[config.mk]
export PLATFORM = sky130hd
export DESIGN_NAME = mant_norm_seq_flat
export DESIGN_NICKNAME = d
export VERILOG_FILES = /design/src/rtl/fp_norm_pkg.sv /design/src/rtl/mant_norm_seq_if.sv /design/src/rtl/norm_step.sv /design/src/rtl/mant_norm_seq.sv /design/src/flat_wrapper.sv
export SDC_FILE = /design/constraint.sdc
export NUM_CORES = 1
export LEC_CHECK = 0
export BUFFER_PORTS_ARGS = -buffer_cell sky130_fd_sc_hd__clkbuf_2
export CELL_PAD_IN_SITES_DETAIL_PLACEMENT = 0
export CELL_PAD_IN_SITES_GLOBAL_PLACEMENT = 1
export CORE_MARGIN = 2
export CORE_UTILIZATION = 49
export CTS_BUF_LIST = sky130_fd_sc_hd__clkbuf_4
export DETAILED_ROUTE_END_ITERATION = 7
export PLACE_DENSITY_LB_ADDON = 0.1
export SLEW_MARGIN = 0
export SYNTH_ARGS = -nofsm -noshare
export SYNTH_HDL_FRONTEND = slang
export SYNTH_SLANG_ARGS = --single-unit
[constraint.sdc]
create_clock -name clk -period 5.6 [get_ports clk]
set_clock_uncertainty 0.1 [all_clocks]
set_input_delay 0 -clock clk [delete_from_list [all_inputs] [get_ports clk]]
set_output_delay 0 -clock clk [all_outputs]
set_load 0.05 [all_outputs]
[src/rtl/fp_norm_pkg.sv]
// Shared types and constants for the sequential significand normalizer.
package fp_norm_pkg;

  localparam int unsigned W_DEF   = 8;
  localparam int unsigned SW_DEF  = 23;
  localparam int unsigned SHW_DEF = 5;

  localparam int unsigned EXP_MAX      = (1 << W_DEF) - 1;
  localparam int unsigned EXP_MIN_NORM = 1;

  typedef enum logic [1:0] {
    IDLE = 2'd0,
    NORM = 2'd1,
    DONE = 2'd2
  } state_e;

  // Outcome of one normalization step; everything except STEP_SHIFT ends the op.
  typedef enum logic [2:0] {
    STEP_SHIFT  = 3'd0,
    STEP_ZERO   = 3'd1,
    STEP_RSHIFT = 3'd2,
    STEP_OVF    = 3'd3,
    STEP_NORM   = 3'd4,
    STEP_UNDER  = 3'd5
  } step_e;

endpackage

[src/rtl/mant_norm_seq_if.sv]
// Request/result bundle between the FP datapath and the normalizer.
interface mant_norm_seq_if
  import fp_norm_pkg::*;
#(
  parameter int unsigned W   = W_DEF,
  parameter int unsigned SW  = SW_DEF,
  parameter int unsigned SHW = SHW_DEF
);
  logic            start_i;
  logic [W-1:0]    exp_i;
  logic [SW+1:0]   mant_i;
  logic            ready_o;
  logic            done_o;
  logic [W-1:0]    exp_o;
  logic [SW+1:0]   mant_o;
  logic [SHW-1:0]  shift_o;
  logic            zero_o;
  logic            underflow_o;
  logic            overflow_o;

  modport master (
    output start_i, exp_i, mant_i,
    input  ready_o, done_o, exp_o, mant_o, shift_o, zero_o, underflow_o, overflow_o
  );

  modport slave (
    input  start_i, exp_i, mant_i,
    output ready_o, done_o, exp_o, mant_o, shift_o, zero_o, underflow_o, overflow_o
  );
endinterface

[src/rtl/norm_step.sv]
// Combinational single-step normalization datapath; holds no state.
module norm_step
  import fp_norm_pkg::*;
#(
  parameter int unsigned W   = W_DEF,
  parameter int unsigned SW  = SW_DEF,
  parameter int unsigned SHW = SHW_DEF
) (
  input  logic [SW+1:0]  mant_i,
  input  logic [W-1:0]   exp_i,
  input  logic [SHW-1:0] cnt_i,
  output logic [SW+1:0]  mant_c,
  output logic [W-1:0]   exp_c,
  output logic [SHW-1:0] cnt_c,
  output step_e          dec_c
);

  localparam logic [W-1:0] EXP_TOP = '1;

  logic [W-1:0] exp_inc;
  assign exp_inc = exp_i + W'(1);

  // Prioritized decision: zero, carry-out, normalized, exponent floor, left shift.
  always_comb begin
    mant_c = mant_i;
    exp_c  = exp_i;
    cnt_c  = cnt_i;
    dec_c  = STEP_NORM;
    if (mant_i == '0) begin
      dec_c  = STEP_ZERO;
      exp_c  = '0;
      cnt_c  = '0;
    end else if (mant_i[SW+1]) begin
      exp_c = exp_inc;
      cnt_c = '0;
      if (exp_inc == EXP_TOP) begin
        dec_c  = STEP_OVF;
        mant_c = '0;
      end else begin
        dec_c  = STEP_RSHIFT;
        mant_c = mant_i >> 1;
      end
    end else if (mant_i[SW]) begin
      dec_c = STEP_NORM;
    end else if (exp_i <= W'(EXP_MIN_NORM)) begin
      dec_c = STEP_UNDER;
    end else begin
      dec_c  = STEP_SHIFT;
      mant_c = mant_i << 1;
      exp_c  = exp_i - W'(1);
      cnt_c  = cnt_i + SHW'(1);
    end
  end

endmodule

[src/rtl/mant_norm_seq.sv]
// Sequential post-add normalizer: one left shift per clock, or one right shift on carry-out.
module mant_norm_seq
  import fp_norm_pkg::*;
#(
  parameter int unsigned W   = W_DEF,
  parameter int unsigned SW  = SW_DEF,
  parameter int unsigned SHW = SHW_DEF
) (
  input  logic             clk,
  input  logic             rst_n,
  mant_norm_seq_if.slave   bus
);

  state_e          state_q, state_d;
  logic [SW+1:0]   mant_q, mant_d;
  logic [W-1:0]    exp_q, exp_d;
  logic [SHW-1:0]  cnt_q, cnt_d;

  logic            ready_q, ready_d;
  logic            done_q, done_d;
  logic [W-1:0]    exp_o_q, exp_o_d;
  logic [SW+1:0]   mant_o_q, mant_o_d;
  logic [SHW-1:0]  shift_q, shift_d;
  logic            zero_q, zero_d;
  logic            unf_q, unf_d;
  logic            ovf_q, ovf_d;

  logic [SW+1:0]   step_mant;
  logic [W-1:0]    step_exp;
  logic [SHW-1:0]  step_cnt;
  step_e           step_dec;

  norm_step #(.W(W), .SW(SW), .SHW(SHW)) u_step (
    .mant_i (mant_q),
    .exp_i  (exp_q),
    .cnt_i  (cnt_q),
    .mant_c (step_mant),
    .exp_c  (step_exp),
    .cnt_c  (step_cnt),
    .dec_c  (step_dec)
  );

  // State, working registers and output registers.
  always_ff @(posedge clk or negedge rst_n) begin
    if (!rst_n) begin
      state_q  <= IDLE;
      mant_q   <= '0;
      exp_q    <= '0;
      cnt_q    <= '0;
      ready_q  <= 1'b1;
      done_q   <= 1'b0;
      exp_o_q  <= '0;
      mant_o_q <= '0;
      shift_q  <= '0;
      zero_q   <= 1'b0;
      unf_q    <= 1'b0;
      ovf_q    <= 1'b0;
    end else begin
      state_q  <= state_d;
      mant_q   <= mant_d;
      exp_q    <= exp_d;
      cnt_q    <= cnt_d;
      ready_q  <= ready_d;
      done_q   <= done_d;
      exp_o_q  <= exp_o_d;
      mant_o_q <= mant_o_d;
      shift_q  <= shift_d;
      zero_q   <= zero_d;
      unf_q    <= unf_d;
      ovf_q    <= ovf_d;
    end
  end

  // Next-state and next-output logic; results land in the output regs on the terminal step.
  always_comb begin
    state_d  = state_q;
    mant_d   = mant_q;
    exp_d    = exp_q;
    cnt_d    = cnt_q;
    ready_d  = ready_q;
    done_d   = 1'b0;
    exp_o_d  = exp_o_q;
    mant_o_d = mant_o_q;
    shift_d  = shift_q;
    zero_d   = zero_q;
    unf_d    = unf_q;
    ovf_d    = ovf_q;
    case (state_q)
      IDLE, DONE: begin
        if (bus.start_i) begin
          state_d = NORM;
          mant_d  = bus.mant_i;
          exp_d   = bus.exp_i;
          cnt_d   = '0;
          ready_d = 1'b0;
          shift_d = '0;
          zero_d  = 1'b0;
          unf_d   = 1'b0;
          ovf_d   = 1'b0;
        end else begin
          state_d = IDLE;
          ready_d = 1'b1;
        end
      end
      NORM: begin
        if (step_dec == STEP_SHIFT) begin
          mant_d = step_mant;
          exp_d  = step_exp;
          cnt_d  = step_cnt;
        end else begin
          state_d  = DONE;
          ready_d  = 1'b1;
          done_d   = 1'b1;
          exp_o_d  = step_exp;
          mant_o_d = step_mant;
          shift_d  = step_cnt;
          zero_d   = (step_dec == STEP_ZERO);
          unf_d    = (step_dec == STEP_UNDER);
          ovf_d    = (step_dec == STEP_OVF);
        end
      end
      default: begin
        state_d = IDLE;
        ready_d = 1'b1;
      end
    endcase
  end

  assign bus.ready_o     = ready_q;
  assign bus.done_o      = done_q;
  assign bus.exp_o       = exp_o_q;
  assign bus.mant_o      = mant_o_q;
  assign bus.shift_o     = shift_q;
  assign bus.zero_o      = zero_q;
  assign bus.underflow_o = unf_q;
  assign bus.overflow_o  = ovf_q;

endmodule

[src/flat_wrapper.sv]
// flat-port wrapper written by rule: the top's interface ports become plain ports
module mant_norm_seq_flat import fp_norm_pkg::*;
#(
  parameter int unsigned W   = W_DEF,
  parameter int unsigned SW  = SW_DEF,
  parameter int unsigned SHW = SHW_DEF
)
  (clk, rst_n, bus_start_i, bus_exp_i, bus_mant_i, bus_ready_o, bus_done_o, bus_exp_o, bus_mant_o, bus_shift_o, bus_zero_o, bus_underflow_o, bus_overflow_o);
  mant_norm_seq_if #(.W(W), .SW(SW), .SHW(SHW)) bus_i ();
  input  logic clk;
  input  logic rst_n;
  input wire logic [$bits(bus_i.start_i)-1:0] bus_start_i;
  input wire logic [$bits(bus_i.exp_i)-1:0] bus_exp_i;
  input wire logic [$bits(bus_i.mant_i)-1:0] bus_mant_i;
  output wire logic [$bits(bus_i.ready_o)-1:0] bus_ready_o;
  output wire logic [$bits(bus_i.done_o)-1:0] bus_done_o;
  output wire logic [$bits(bus_i.exp_o)-1:0] bus_exp_o;
  output wire logic [$bits(bus_i.mant_o)-1:0] bus_mant_o;
  output wire logic [$bits(bus_i.shift_o)-1:0] bus_shift_o;
  output wire logic [$bits(bus_i.zero_o)-1:0] bus_zero_o;
  output wire logic [$bits(bus_i.underflow_o)-1:0] bus_underflow_o;
  output wire logic [$bits(bus_i.overflow_o)-1:0] bus_overflow_o;
  assign bus_i.start_i = bus_start_i;
  assign bus_i.exp_i = bus_exp_i;
  assign bus_i.mant_i = bus_mant_i;
  assign bus_ready_o = bus_i.ready_o;
  assign bus_done_o = bus_i.done_o;
  assign bus_exp_o = bus_i.exp_o;
  assign bus_mant_o = bus_i.mant_o;
  assign bus_shift_o = bus_i.shift_o;
  assign bus_zero_o = bus_i.zero_o;
  assign bus_underflow_o = bus_i.underflow_o;
  assign bus_overflow_o = bus_i.overflow_o;
  mant_norm_seq #(.W(W), .SW(SW), .SHW(SHW)) u_core (.clk(clk), .rst_n(rst_n), .bus(bus_i));
endmodule
==> After elaboration in Yosys (flattened, before gate mapping) <==
Index checks and enable logic that the tools add are counted.
{ "classes": {"n_addsub": 3, "n_lt_le_gt_ge": 1, "eq_ne": 9, "mux": 44, "bitwise_logic": 1, "n_reduce_logical": 8} }
{ "op_table": {"columns": ["op", "count"], "rows": [
  ["$mux W25", 4],
  ["$mux W24", 3],
  ["$pmux W25 S2", 1],
  ["$mux W8", 6],
  ["$mux W5", 7],
  ["$logic_not A25 Y1", 1],
  ["$pmux W5 S2", 2],
  ["$pmux W8 S2", 1],
  ["$mux W3", 4],
  ["$mux W1", 10],
  ["$add A8 B1 Y8 const B", 1],
  ["$eq A8 B8 Y1 const B", 1],
  ["$le A8 B1 Y1 const B", 1],
  ["$pmux W1 S2", 4],
  ["$sub A8 B1 Y8 const B", 1],
  ["$reduce_and A3 Y1", 2],
  ["$add A5 B1 Y5 const B", 1],
  ["$ne A2 B2 Y1 const B", 2],
  ["$pmux W2 S2", 1],
  ["$eq A3 B1 Y1 const B", 1],
  ["$eq A3 B2 Y1 const B", 1],
  ["$eq A3 B3 Y1 const B", 1],
  ["$logic_not A3 Y1", 1],
  ["$eq A2 B1 Y1 const B", 1],
  ["8 further kinds", 8]
]} }
{ "totals": {"reg_bits": 83, "in_bits": 36, "out_inout_bits": 43, "wordCells": 78} }

==> Depth between registers and ports, before layout <==
Gate-level depths: netlist (run 1).
{ "logic_depth": {"depth_word": 8, "depth_mapped": 10, "depth_no_buf": 8} }

==> Hierarchy <==
Synthesis (run 1) repeated with hierarchy kept, for this count alone.
{ "unflattened": {"cells_unflattened": 501, "hier_area_um2": 4986.0} }
{ "modules_own_cells": {"columns": ["mod", "instances", "cells_each", "area_per_inst_um2", "seq_area_each_um2"], "rows": [
  ["mant_norm_seq", 1, 294, 3518.4, 2078.2],
  ["norm_step", 1, 207, 1467.7, 0.0]
]} }

==> Worst setup path after synthesis (run 1) <==
Ideal clock, no wire load.
{ "synth_timing": {"path_kind": "register to register", "startpoint": "register u_core.exp_q[0]", "endpoint": "register u_core.exp_o_q[6], in the netlist u_core.bus.exp_o[6]", "setup_ps": 125, "t_arrival_ps": 2425, "required_time_ps": 5375, "slack_ps": 2950, "stages_incl_launch_ff": 10, "path_buffers": 2, "period_less_slack_ps": 2650, "path_cell_list": "dfrtp_1 > inv_1 > ha_1 > or2_2 > clkbuf_1 > a31oi_2 > o211ai_1 > nand2_1 > buf_2 > mux2_2"} }
{ "synth_between": {"elab_chain_len": 8, "word_cells_on_any_way": 16, "classes_between": "2 x add/sub; 1 x order compare; 1 x eq/ne; 9 x mux; 1 x bitwise; 2 x reduce/logical"} }
{ "synth_lines": {"columns": ["element", "line", "text"], "rows": [
  ["start: declaration", "mant_norm_seq.sv:16", "logic [W-1:0] exp_q, exp_d;"],
  ["start signal: assignment", "mant_norm_seq.sv:61", "exp_q <= exp_d;"],
  ["$add A8 B1 Y8 or $le A8 B1 Y1 (tied branches)", "norm_step.sv:21, norm_step.sv:45", null],
  ["$eq A8 B8 Y1 or $mux W3 (tied branches)", "norm_step.sv:36, norm_step.sv:45", null],
  ["$mux W1 or $mux W3 (tied branches)", "norm_step.sv:36, norm_step.sv:43", null],
  ["$mux W3", "norm_step.sv:33", "end else if (mant_i[SW+1]) begin"],
  ["$mux W3", "norm_step.sv:29", "if (mant_i == '0) begin"],
  ["$logic_not A3 Y1", "mant_norm_seq.sv:106", "if (step_dec == STEP_SHIFT) begin"],
  ["$not A1 Y1 (no source line)", null, null],
  ["$reduce_and A2 Y1 (no source line)", null, null],
  ["end signal: assignment", "mant_norm_seq.sv:65", "exp_o_q <= exp_o_d;"],
  ["end: declaration", "mant_norm_seq.sv:21", "logic [W-1:0] exp_o_q, exp_o_d;"]
]} }
Parallel ways exist; a longest one is shown, timed or not.
A chain may end at the register's enable or synchronous reset.

==> Worst setup path after layout (run 1) <==
{ "layout_timing": {"startpoint": "register u_core.exp_q[0]", "endpoint": "register u_core.mant_o_q[17], in the netlist u_core.bus.mant_o[17]"} }
{ "layout_between": {"elab_chain_len": 8, "word_cells_on_any_way": 16, "classes_between": "1 x add/sub; 1 x order compare; 1 x eq/ne; 10 x mux; 1 x bitwise; 2 x reduce/logical"} }
{ "layout_lines": {"columns": ["element", "line", "text"], "rows": [
  ["$add A8 B1 Y8 or $le A8 B1 Y1 (tied branches)", "norm_step.sv:21, norm_step.sv:45", null],
  ["$eq A8 B8 Y1 or $mux W3 (tied branches)", "norm_step.sv:36, norm_step.sv:45", null],
  ["$mux W1 or $mux W3 (tied branches)", "norm_step.sv:36, norm_step.sv:43", null],
  ["$mux W3", "norm_step.sv:33", null],
  ["$mux W3", "norm_step.sv:29", null],
  ["$logic_not A3 Y1", "mant_norm_seq.sv:106", null],
  ["$not A1 Y1 (no source line)", null, null],
  ["$reduce_and A2 Y1 (no source line)", null, null],
  ["end signal: assignment", "mant_norm_seq.sv:66", "mant_o_q <= mant_o_d;"],
  ["end: declaration", "mant_norm_seq.sv:22", "logic [SW+1:0] mant_o_q, mant_o_d;"]
]} }
Parallel ways exist; a longest one is shown, timed or not.

==> flow_metrics.py, run 1 <==
metrics = {
    "power_and_ir_drop": {
        "peakVddDrop_mv": 0.3214,
        "power_density_mw_per_mm2": 639.4,
        "p_leak_uw": 0.002511,
    },
    "grt": {
        "grt_first_pass_wirelength_mm": 21.18,
        "globalRoute.totalOverflow": 0,
        "grt_max_degree": 56,
        "antenna_found_initial": 0,
        "track_usage": 0.2626,
        "grt_pass1_vias": 4243,
    },
    "detailed_routing": {
        "avgViaCountPerCell": 5.924,
        "drt_pass1_iterations": 5,
        "drt_iter0_markers": 269,
        "via_count": 4236,
        "ant_nets": 0,
        "wl_per_cell_um": 18.03,
        "post-route-drc-count": 0,
        "drt_wl_total_mm": 12.89,
    },
    "clock_tree": {
        "ctsResizeCount": 0,
        "htreeDepth": 3,
        "cts_buffer_depth": 2,
        "cts-root-buf": "clkbuf_4",
        "clk_pin_slew_ns": 0.14,
        "post_cts_buffers": 0,
        "clock_latency_ns": 0.44,
        "cts_buffers": 9,
        "cts_num_sinks": 83,
        "cts_hold_buf": 36,
        "cts_tree": "yes",
    },
    "synthesis": {
        "syn_area_sq_mm": 0.004732,
        "synthesis.nets": 527,
        "ys_types": 61,
        "ys_top_cells_by_count": "82 x dfrtp_1, 35 x nor2_1, 34 x o21ai_0",
        "netlist_instances": 486,
        "synth_top_cell_area_share": 0.4336,
        "synth-edff-count": 0,
        "yosysTopAreaCell": "dfrtp_1",
        "ys_ff_latch": 83,
        "ys_seq_area_frac": 0.4392,
        "synthTopCellsByArea": "dfrtp_1 43%, mux2_2 7.9%, mux2i_1 4.4%",
        "yosys_warnings": 0,
        "synth.most_common_cell": "dfrtp_1",
        "ys.flop_type": "dfrtp_1",
        "ys_async_sr_fraction": 1.000,
        "syn_avg_cell_area_sq_um": 9.737,
    },
    "setup_path": {
        "setup.worst_path.end_class": "flip-flop",
        "crit_path_start_kind": "flip-flop",
        "critPathMaxFanout": 18,
        "cp.required_ns": 5.83,
        "arrival_ns": 3.71,
        "timing.rr.start": "u_core.exp_q[0]",
        "crit_path_start": "u_core.exp_q[0]",
        "critPathKind": "flip-flop to flip-flop",
    },
    "die": {
        "pin_count": 79,
        "fp.dieH_um": 102.3,
        "dieArea_sq_mm": 0.01046,
        "start_util": 0.5097,
        "core_sq_mm": 0.009284,
        "die_x_um": 102.3,
        "std_cell_rows": 35,
    },
    "sta": {
        "fin_crit_sh": 0.6217,
        "hold_violations": 0,
        "finalCriticalPeriod_ns": 3.482,
        "relSlewSlack": 0.2748,
        "worst_slew_pin_slew_ns": 1.087,
        "rsz0062_at_grt": "no",
        "setup_tns_ns": 0,
        "slew_viol_final": 0,
        "setup_viol": 0,
        "fmax_mhz": 287.2,
    },
    "final_layout": {
        "fin_util": 0.6121,
        "multi_input_area_sq_mm": 0.002357,
        "diodes": 0,
        "fillers": 841,
        "regArea_sq_mm": 0.002078,
        "stdcell_area_sq_mm": 0.005683,
        "syn2layout_area_growth_pct": 20.10,
        "finalNetCount": 622,
        "layout-drive-gt1-share": 0.2577,
    },
    "placement": {
        "dp_hpwl_mm": 8.270,
        "dpl_cell_area_sq_mm": 0.005170,
        "place_congestion": 0.9266,
        "port_buffers": 78,
    },
    "outcome": {
        "status": "finished clean",
    },
    "flow_run": {
        "maxCapViolCount": 0,
    },
    "min_path": {
        "hp-start": "bus_start_i",
        "hold_class": "primary input to flip-flop",
    },
}
## cell families (layout without fill, tap and decap cells)
group           count (synthesis)  after routing  synth area share
simple gates                  137            137            0.1465
fa+ha+maj                       5              5           0.01322
compound gates                133            133            0.2057
buf+inv                        69            169           0.06319
xor+xnor                        5              5          0.009256
mux                            54             54            0.1230
flops                          83             83            0.4392
## metal layers
| metal | part of all wire | wire length, um | vias up | GRT usage |
|---|---|---|---|---|
| met3 | 0.053 | 689 | 16 | 0.04241 |
| met2 | 0.49 | 6361 | 127 | 0.4398 |
| li1 | - | - | 1993 | - |
| met5 | 0 | 0 | - | 0 |
| met1 | 0.44 | 5646 | 2100 | 0.3487 |
| met4 | 0.015 | 194 | 0 | 0.08821 |
## state kept, by name, summed over array words and instances, names as in the netlist
signal / flops
u_core.exp_q: 8
u_core.cnt_q: 5
u_core.bus.overflow_o: 1
u_core.bus.underflow_o: 1
u_core.bus.ready_o: 1
u_core.bus.mant_o: 25
u_core.bus.done_o: 1
u_core.mant_q: 25
u_core.bus.zero_o: 1
u_core.state_q: 2
u_core.bus.shift_o: 5
u_core.bus.exp_o: 8
## worst max-delay path, stage by stage (launching register included)
cell and delay [ns]:
dfrtp_1 0.52, inv_1 0.13, ha_1 0.27, or2_2 0.34
a31oi_2 0.43, o211ai_1 0.22, nand2_1 0.57, buf_4 0.41
mux2_2 0.37
## through the flow
stage / std cells / hold slack (ns) / total power, uW / setup slack (ns)
after floorplan: 486 / -0.3956 / 2761 / 2.950
after global placement: 663 / -0.1445 / 3199 / 2.300
after detailed placement: 663 / -0.1347 / 3247 / 2.174
after CTS: 715 / 0.1376 / 3635 / 2.124
after global routing: 715 / 0.1612 / 3892 / 1.865
final: 715 / 0.1711 / 3634 / 2.118
## area by class of cell
type                       count  area share
multi-input combinational    334      0.4148
sequential                    83      0.3657
timing repair buffer         123      0.1462
tap                          129     0.02840
inverter                      30     0.01982
clock inverter                 7     0.01321
clock buffer                   9     0.01189
## cells in the final DEF (no fill, tap or decap), drive strengths merged, types with 4 or more instances in the layout
master	n
a211oi	20
dfrtp	82
or3	5
o21ai	34
a22oi	19
buf	11
inv	33
mux2i	21
clkbuf	86
a21oi	5
nand2	28
nand4	4
nand3	11
o31ai	4
ha	5
nor4	6
nor2b	5
mux2	33
nor3	20
a31oi	14
a221oi	4
or2	4
dlygate4sd3	35
or4	7
a2111oi	4
a22o	4
nor2	35
## power by group
group | leakage, uW | internal, uW | switching [uW]
combinational | 0.00143 | 738 | 1320
clock | 0.0000710 | 139 | 229
sequential | 0.00101 | 866 | 343
total | 0.00251 | 1740 | 1890
## worst paths after layout
kind,endpoint,slack (ns),cells past startpoint
max,u_core.bus.mant_o[17],2.12,8
min,u_core.bus.ready_o,0.17,4
max reg2reg,u_core.bus.mant_o[17],2.12,8
min reg2reg,u_core.bus.ready_o,0.37,2
max in group asynchronous,u_core.bus.mant_o[16],4.21,4
min in group asynchronous,u_core.exp_q[3],0.49,4
(Power assumes the default switching activity.)
==> inputs of run 2 (changes only) <==
ABC_AREA = 1   (was not set)
CORE_UTILIZATION = 42   (was 49)
clock period = 3.3 ns   (was 5.6 ns; I/O delays follow)
==> flow_metrics.py, run 2 <==
metrics = {
    "sta": {
        "relSlewSlack": 0.4373,
        "hold_violations": 0,
        "setup_viol": 0,
        "worst_slew_pin_slew_ns": 0.8441,
        "rsz0062_at_grt": "no",
        "fin_crit_sh": 0.7950,
        "setup_tns_ns": 0,
        "finalCriticalPeriod_ns": 2.624,
        "fmax_mhz": 381.2,
        "slew_viol_final": 0,
    },
    "setup_path": {
        "timing.rr.start": "u_core.exp_q[0]",
        "cp.depth": 10,
        "path_buf_inv": 3,
        "crit_path_start_kind": "flip-flop",
        "cp_cell_sequence": "inv_1, ha_1, o21ai_2, o21ai_4, inv_2, nand4_2, nand2_2, clkinv_2, nand2_1, nand2_1",
        "arrival_ns": 2.87,
        "reg2reg_depth": 10,
        "crit_path_start": "u_core.exp_q[0]",
        "max_stage_delay_ns": 0.47,
        "r2r_end": "u_core.bus.mant_o[4]",
        "setup.worst_path.end_class": "flip-flop",
        "endpoint": "u_core.bus.mant_o[4]",
        "cp.required_ns": 3.55,
        "reg2reg_slack_ns": 0.68,
        "critPathMaxFanout": 28,
        "critPathKind": "flip-flop to flip-flop",
        "slowest_stage": "dfrtp_1",
        "path_delay_family": "simple AND/OR/NAND/NOR gates",
        "cpMostUsedCell": "nand2_1",
    },
    "synthesis": {
        "ys_async_sr_fraction": 1.000,
        "ys_seq_area_frac": 0.3969,
        "synth_top_family_by_area": "simple AND/OR/NAND/NOR gates",
        "syn_avg_cell_area_sq_um": 6.730,
        "synth-simple-area-share": 0.4590,
        "synth.most_common_cell": "nand2_1",
        "ys_types": 33,
        "netlist_instances": 778,
        "synth_top_cell_area_share": 0.3919,
        "synth_compound_area_frac": 0.04086,
        "synthTopCellsByArea": "dfrtp_1 39%, nand2_1 26%, nand3_1 12%",
        "syn_area_sq_mm": 0.005236,
        "synth_xor_area_frac": 0.01314,
        "synthMuxAreaShare": 0,
        "ys.flop_type": "dfrtp_1",
        "synthesis.nets": 819,
        "ys_ff_latch": 83,
        "yosysTopAreaCell": "dfrtp_1",
        "yosys_warnings": 0,
        "ys_top_cells_by_count": "362 x nand2_1, 121 x nand3_1, 82 x dfrtp_1",
        "synth-edff-count": 0,
        "synthAdderAreaFrac": 0.01195,
    },
    "final_layout": {
        "finalNetCount": 912,
        "fillers": 1294,
        "final_cell_mix": "362 x nand2_1, 121 x nand3_1, 82 x dfrtp_1",
        "final_common_cell": "nand2_1",
        "syn2layout_area_growth_pct": 18.64,
        "layout-drive-gt1-share": 0.1726,
        "stdcell_area_sq_mm": 0.006212,
        "diodes": 0,
    },
    "power_and_ir_drop": {
        "peakVddDrop_mv": 0.3661,
        "power_density_mw_per_mm2": 1023,
        "p_leak_uw": 0.003424,
    },
    "flow_run": {
        "maxCapViolCount": 0,
    },
    "grt": {
        "grt_pass1_vias": 5021,
        "globalRoute.totalOverflow": 0,
        "antenna_found_initial": 0,
        "grt_first_pass_wirelength_mm": 25.06,
        "grt_max_degree": 63,
        "track_usage": 0.2386,
    },
    "clock_tree": {
        "cts_buffer_depth": 2,
        "cts_num_sinks": 83,
        "clk_pin_slew_ns": 0.14,
        "post_cts_buffers": 0,
        "cts-root-buf": "clkbuf_4",
        "cts_buffers": 9,
        "htreeDepth": 3,
        "cts_tree": "yes",
        "clock_latency_ns": 0.46,
    },
    "placement": {
        "dpl_cell_area_sq_mm": 0.005674,
        "port_buffers": 78,
        "dp_hpwl_mm": 10.03,
        "place_congestion": 0.8686,
    },
    "die": {
        "core_sq_mm": 0.01211,
        "start_util": 0.4323,
        "fp.dieH_um": 115.7,
        "die_x_um": 115.7,
        "pin_count": 79,
        "std_cell_rows": 40,
        "dieArea_sq_mm": 0.01338,
    },
    "outcome": {
        "status": "finished clean",
    },
    "detailed_routing": {
        "drt_wl_total_mm": 15.12,
        "wl_per_cell_um": 14.50,
        "drt_pass1_iterations": 7,
        "drt_iter0_markers": 356,
        "post-route-drc-count": 0,
        "avgViaCountPerCell": 5.055,
        "via_count": 5272,
        "ant_nets": 0,
    },
    "min_path": {
        "hold_class": "primary input to async pin",
    },
}
## run 2: cell types whose count changed after synthesis, sizes merged, moves of 15 or more
cell / delta
nor3: -15
nand3: +111
mux2i: -21
buf: +18
mux2: -33
o21ai: -15
or2: +21
a22oi: -19
nand2: +338
a211oi: -20
## run 2: power breakdown
group	internal (uW)	switching, uW	total (uW)
combinational	1090	2560	3650
clock	387	373	760
sequential	1440	501	1940
## run 2: layout make-up
type / instances / area [sq um] / share of cell area
Multi-Input combinational cell: 613 / 2754 / 0.4433
Sequential cell: 83 / 2078 / 0.3345
Timing Repair Buffer: 127 / 850.8 / 0.1370
Tap cell: 168 / 210.2 / 0.03384
Inverter: 37 / 141.4 / 0.02276
Clock inverter: 5 / 102.6 / 0.01652
Clock buffer: 10 / 75.07 / 0.01208
## run 2: what timing repair did
item	4_1_cts	5_1_grt
setup endpoints to repair	0	0
hold buffers	36	0
endpoints found under the hold margin	99	0
resized for setup	0	0
## run 2: logic make-up after synthesis
family	Yosys count
simple gates	565
flops	83
fa+ha+maj	5
buf+inv	82
xor+xnor	7
compound gates	36
## run 2: how the worst min path moves through the flow
stage / end / slack, ns / depth (start not counted) / start
6_report: u_core.bus.mant_o[20] / 0.07 / 2 / rst_n
4_1_cts: u_core.bus.mant_o[20] / 0.08 / 2 / rst_n
2_1_floorplan: u_core.bus.done_o / -0.40 / 0 / rst_n
3_5_place_dp: u_core.bus.mant_o[20] / 0.06 / 1 / rst_n
3_3_place_gp: u_core.bus.mant_o[20] / 0.04 / 1 / rst_n
5_1_grt: u_core.bus.mant_o[20] / 0.14 / 2 / rst_n
## run 2: through the flow
step | worst slack (ns) | hold WS [ns] | power, uW | std cells | util
floorplan | 1.377 | -0.3956 | 4744 | 778 | -
global placement | 0.7981 | 0.03879 | 5554 | 992 | 0.4685
detailed placement | 0.7177 | 0.06175 | 5597 | 992 | 0.4685
CTS | 0.6748 | 0.07676 | 6403 | 1043 | 0.5129
global route | 0.4650 | 0.1354 | 6940 | 1043 | 0.5129
finish | 0.6764 | 0.07412 | 6355 | 1043 | 0.5129
## run 2: routing by layer
layer | up-vias | GRT usage | share of wire
met1 | 2497 | 0.3171 | 0.46
met4 | 0 | 0.08571 | 0.022
met3 | 23 | 0.02615 | 0.035
li1 | 2643 | - | -
met5 | - | 0 | 0
met2 | 109 | 0.4047 | 0.49
==> inputs of run 3 (changes only) <==
clock period = 2.55 ns   (was 3.3 ns; I/O delays follow)
==> flow_metrics.py, run 3 (synthesized netlist as in run 2, its figures left out) <==
metrics = {
    "outcome": {
        "status": "finished clean",
    },
    "detailed_routing": {
        "avgViaCountPerCell": 4.942,
        "wl_per_cell_um": 14.04,
        "drt_iter0_markers": 336,
        "drt_pass1_iterations": 5,
        "via_count": 5214,
        "ant_nets": 0,
        "post-route-drc-count": 0,
        "drt_wl_total_mm": 14.81,
    },
    "clock_tree": {
        "cts_buffer_depth": 2,
        "post_cts_buffers": 0,
        "clock_latency_ns": 0.48,
        "cts_num_sinks": 83,
        "htreeDepth": 3,
        "cts_tree": "yes",
        "cts_buffers": 9,
        "clk_pin_slew_ns": 0.15,
        "cts-root-buf": "clkbuf_4",
    },
    "placement": {
        "port_buffers": 78,
        "dpl_cell_area_sq_mm": 0.005794,
        "dp_hpwl_mm": 10.24,
        "place_congestion": 0.8185,
    },
    "flow_run": {
        "maxCapViolCount": 0,
    },
    "grt": {
        "busiest_layer": "met2",
        "grt_first_pass_wirelength_mm": 24.96,
        "globalRoute.totalOverflow": 0,
        "met2_usage": 0.3961,
        "track_usage": 0.2375,
        "antenna_found_initial": 0,
        "grt_use_met3": 0.02929,
        "grt_pass1_vias": 5088,
        "grt_max_degree": 56,
        "grt_use_met1": 0.3175,
    },
    "final_layout": {
        "layout-drive-gt1-share": 0.1804,
        "fin_util": 0.5167,
        "final_cell_mix": "362 x nand2_1, 121 x nand3_1, 82 x dfrtp_1",
        "final_common_cell": "nand2_1",
        "regArea_sq_mm": 0.002078,
        "fillers": 1290,
        "multi_input_area_sq_mm": 0.002754,
        "stdcell_area_sq_mm": 0.006259,
        "diodes": 0,
        "finalNetCount": 923,
        "syn2layout_area_growth_pct": 19.52,
    },
    "sta": {
        "setup_tns_ns": 0,
        "worst_slew_pin_slew_ns": 0.7389,
        "fmax_mhz": 445.6,
        "fin_crit_sh": 0.8800,
        "fin_hold_ws_ns": 0.009911,
        "relSlewSlack": 0.5074,
        "finalCriticalPeriod_ns": 2.244,
        "hold_violations": 0,
        "slew_viol_final": 0,
        "setup_viol": 0,
        "rsz0062_at_grt": "no",
    },
    "setup_path": {
        "max_stage_delay_ns": 0.46,
        "path_buf_inv": 4,
        "path_delay_family": "buffers and inverters",
        "setup.worst_path.end_class": "flip-flop",
        "arrival_ns": 2.50,
        "crit_path_start_kind": "flip-flop",
        "cp.required_ns": 2.81,
        "cp_cell_sequence": "inv_1, ha_1, o21ai_2, o21ai_4, inv_2, nand4_2, nand2_2, clkinv_2, buf_4, nand2_1, nand2_1",
        "critPathKind": "flip-flop to flip-flop",
        "timing.rr.start": "u_core.exp_q[0]",
        "reg2reg_slack_ns": 0.31,
        "slowest_stage": "dfrtp_1",
        "reg2reg_depth": 11,
        "cpMostUsedCell": "nand2_1",
        "r2r_end": "u_core.mant_q[10]",
        "critPathMaxFanout": 27,
    },
    "die": {
        "pin_count": 79,
        "core_sq_mm": 0.01211,
        "die_x_um": 115.7,
        "std_cell_rows": 40,
        "dieArea_sq_mm": 0.01338,
        "start_util": 0.4323,
        "fp.dieH_um": 115.7,
    },
    "power_and_ir_drop": {
        "total_power_uw": 8021,
        "peakVddDrop_mv": 0.5247,
        "power_density_mw_per_mm2": 1282,
        "p_leak_uw": 0.003462,
    },
    "min_path": {
        "hold_class": "primary input to async pin",
    },
}
## run 3: per-stage QoR
| step | std cells | setup WS [ns] |
|---|---|---|
| 3_5_place_dp | 1003 | 0.3273 |
| 3_3_place_gp | 1003 | 0.2999 |
| 2_1_floorplan | 778 | 0.6272 |
| 5_1_grt | 1055 | 0.09345 |
| 4_1_cts | 1055 | 0.3056 |
| 6_report | 1055 | 0.3059 |
## run 3: cell type report
type | instances | share of cell area
multi-input combinational | 613 | 0.4400
sequential | 83 | 0.3321
timing repair buffer | 138 | 0.1551
tap | 168 | 0.03359
inverter | 37 | 0.02259
clock buffer | 11 | 0.01319
clock inverter | 5 | 0.003399
## run 3: worst max path at each step
stage               startpoint                   end  slack (ns)  cells past startpoint
4_1_cts        u_core.exp_q[0]      u_core.mant_q[1]        0.31                     11
2_1_floorplan  u_core.exp_q[0]     u_core.mant_q[11]        0.63                     11
6_report       u_core.exp_q[0]     u_core.mant_q[10]        0.31                     11
3_3_place_gp   u_core.exp_q[0]     u_core.mant_q[23]        0.30                     12
5_1_grt        u_core.exp_q[0]  u_core.bus.mant_o[3]        0.09                     11
3_5_place_dp   u_core.exp_q[0]     u_core.mant_q[23]        0.33                     12
## run 3: repair_timing
item                                   in CTS  in global routing
hold buffers                               36                  0
endpoints found under the hold margin     122                  0
resized for setup                           0                  0
## run 3: metal layers
metal	up-vias	share of wire
met5	-	0
met4	0	0.016
li1	2674	-
met1	2404	0.46
met2	118	0.48
met3	18	0.039
## run 3: power by group
group          switching [uW]  internal [uW]
combinational            3330           1510
clock                     465            210
sequential                640           1870
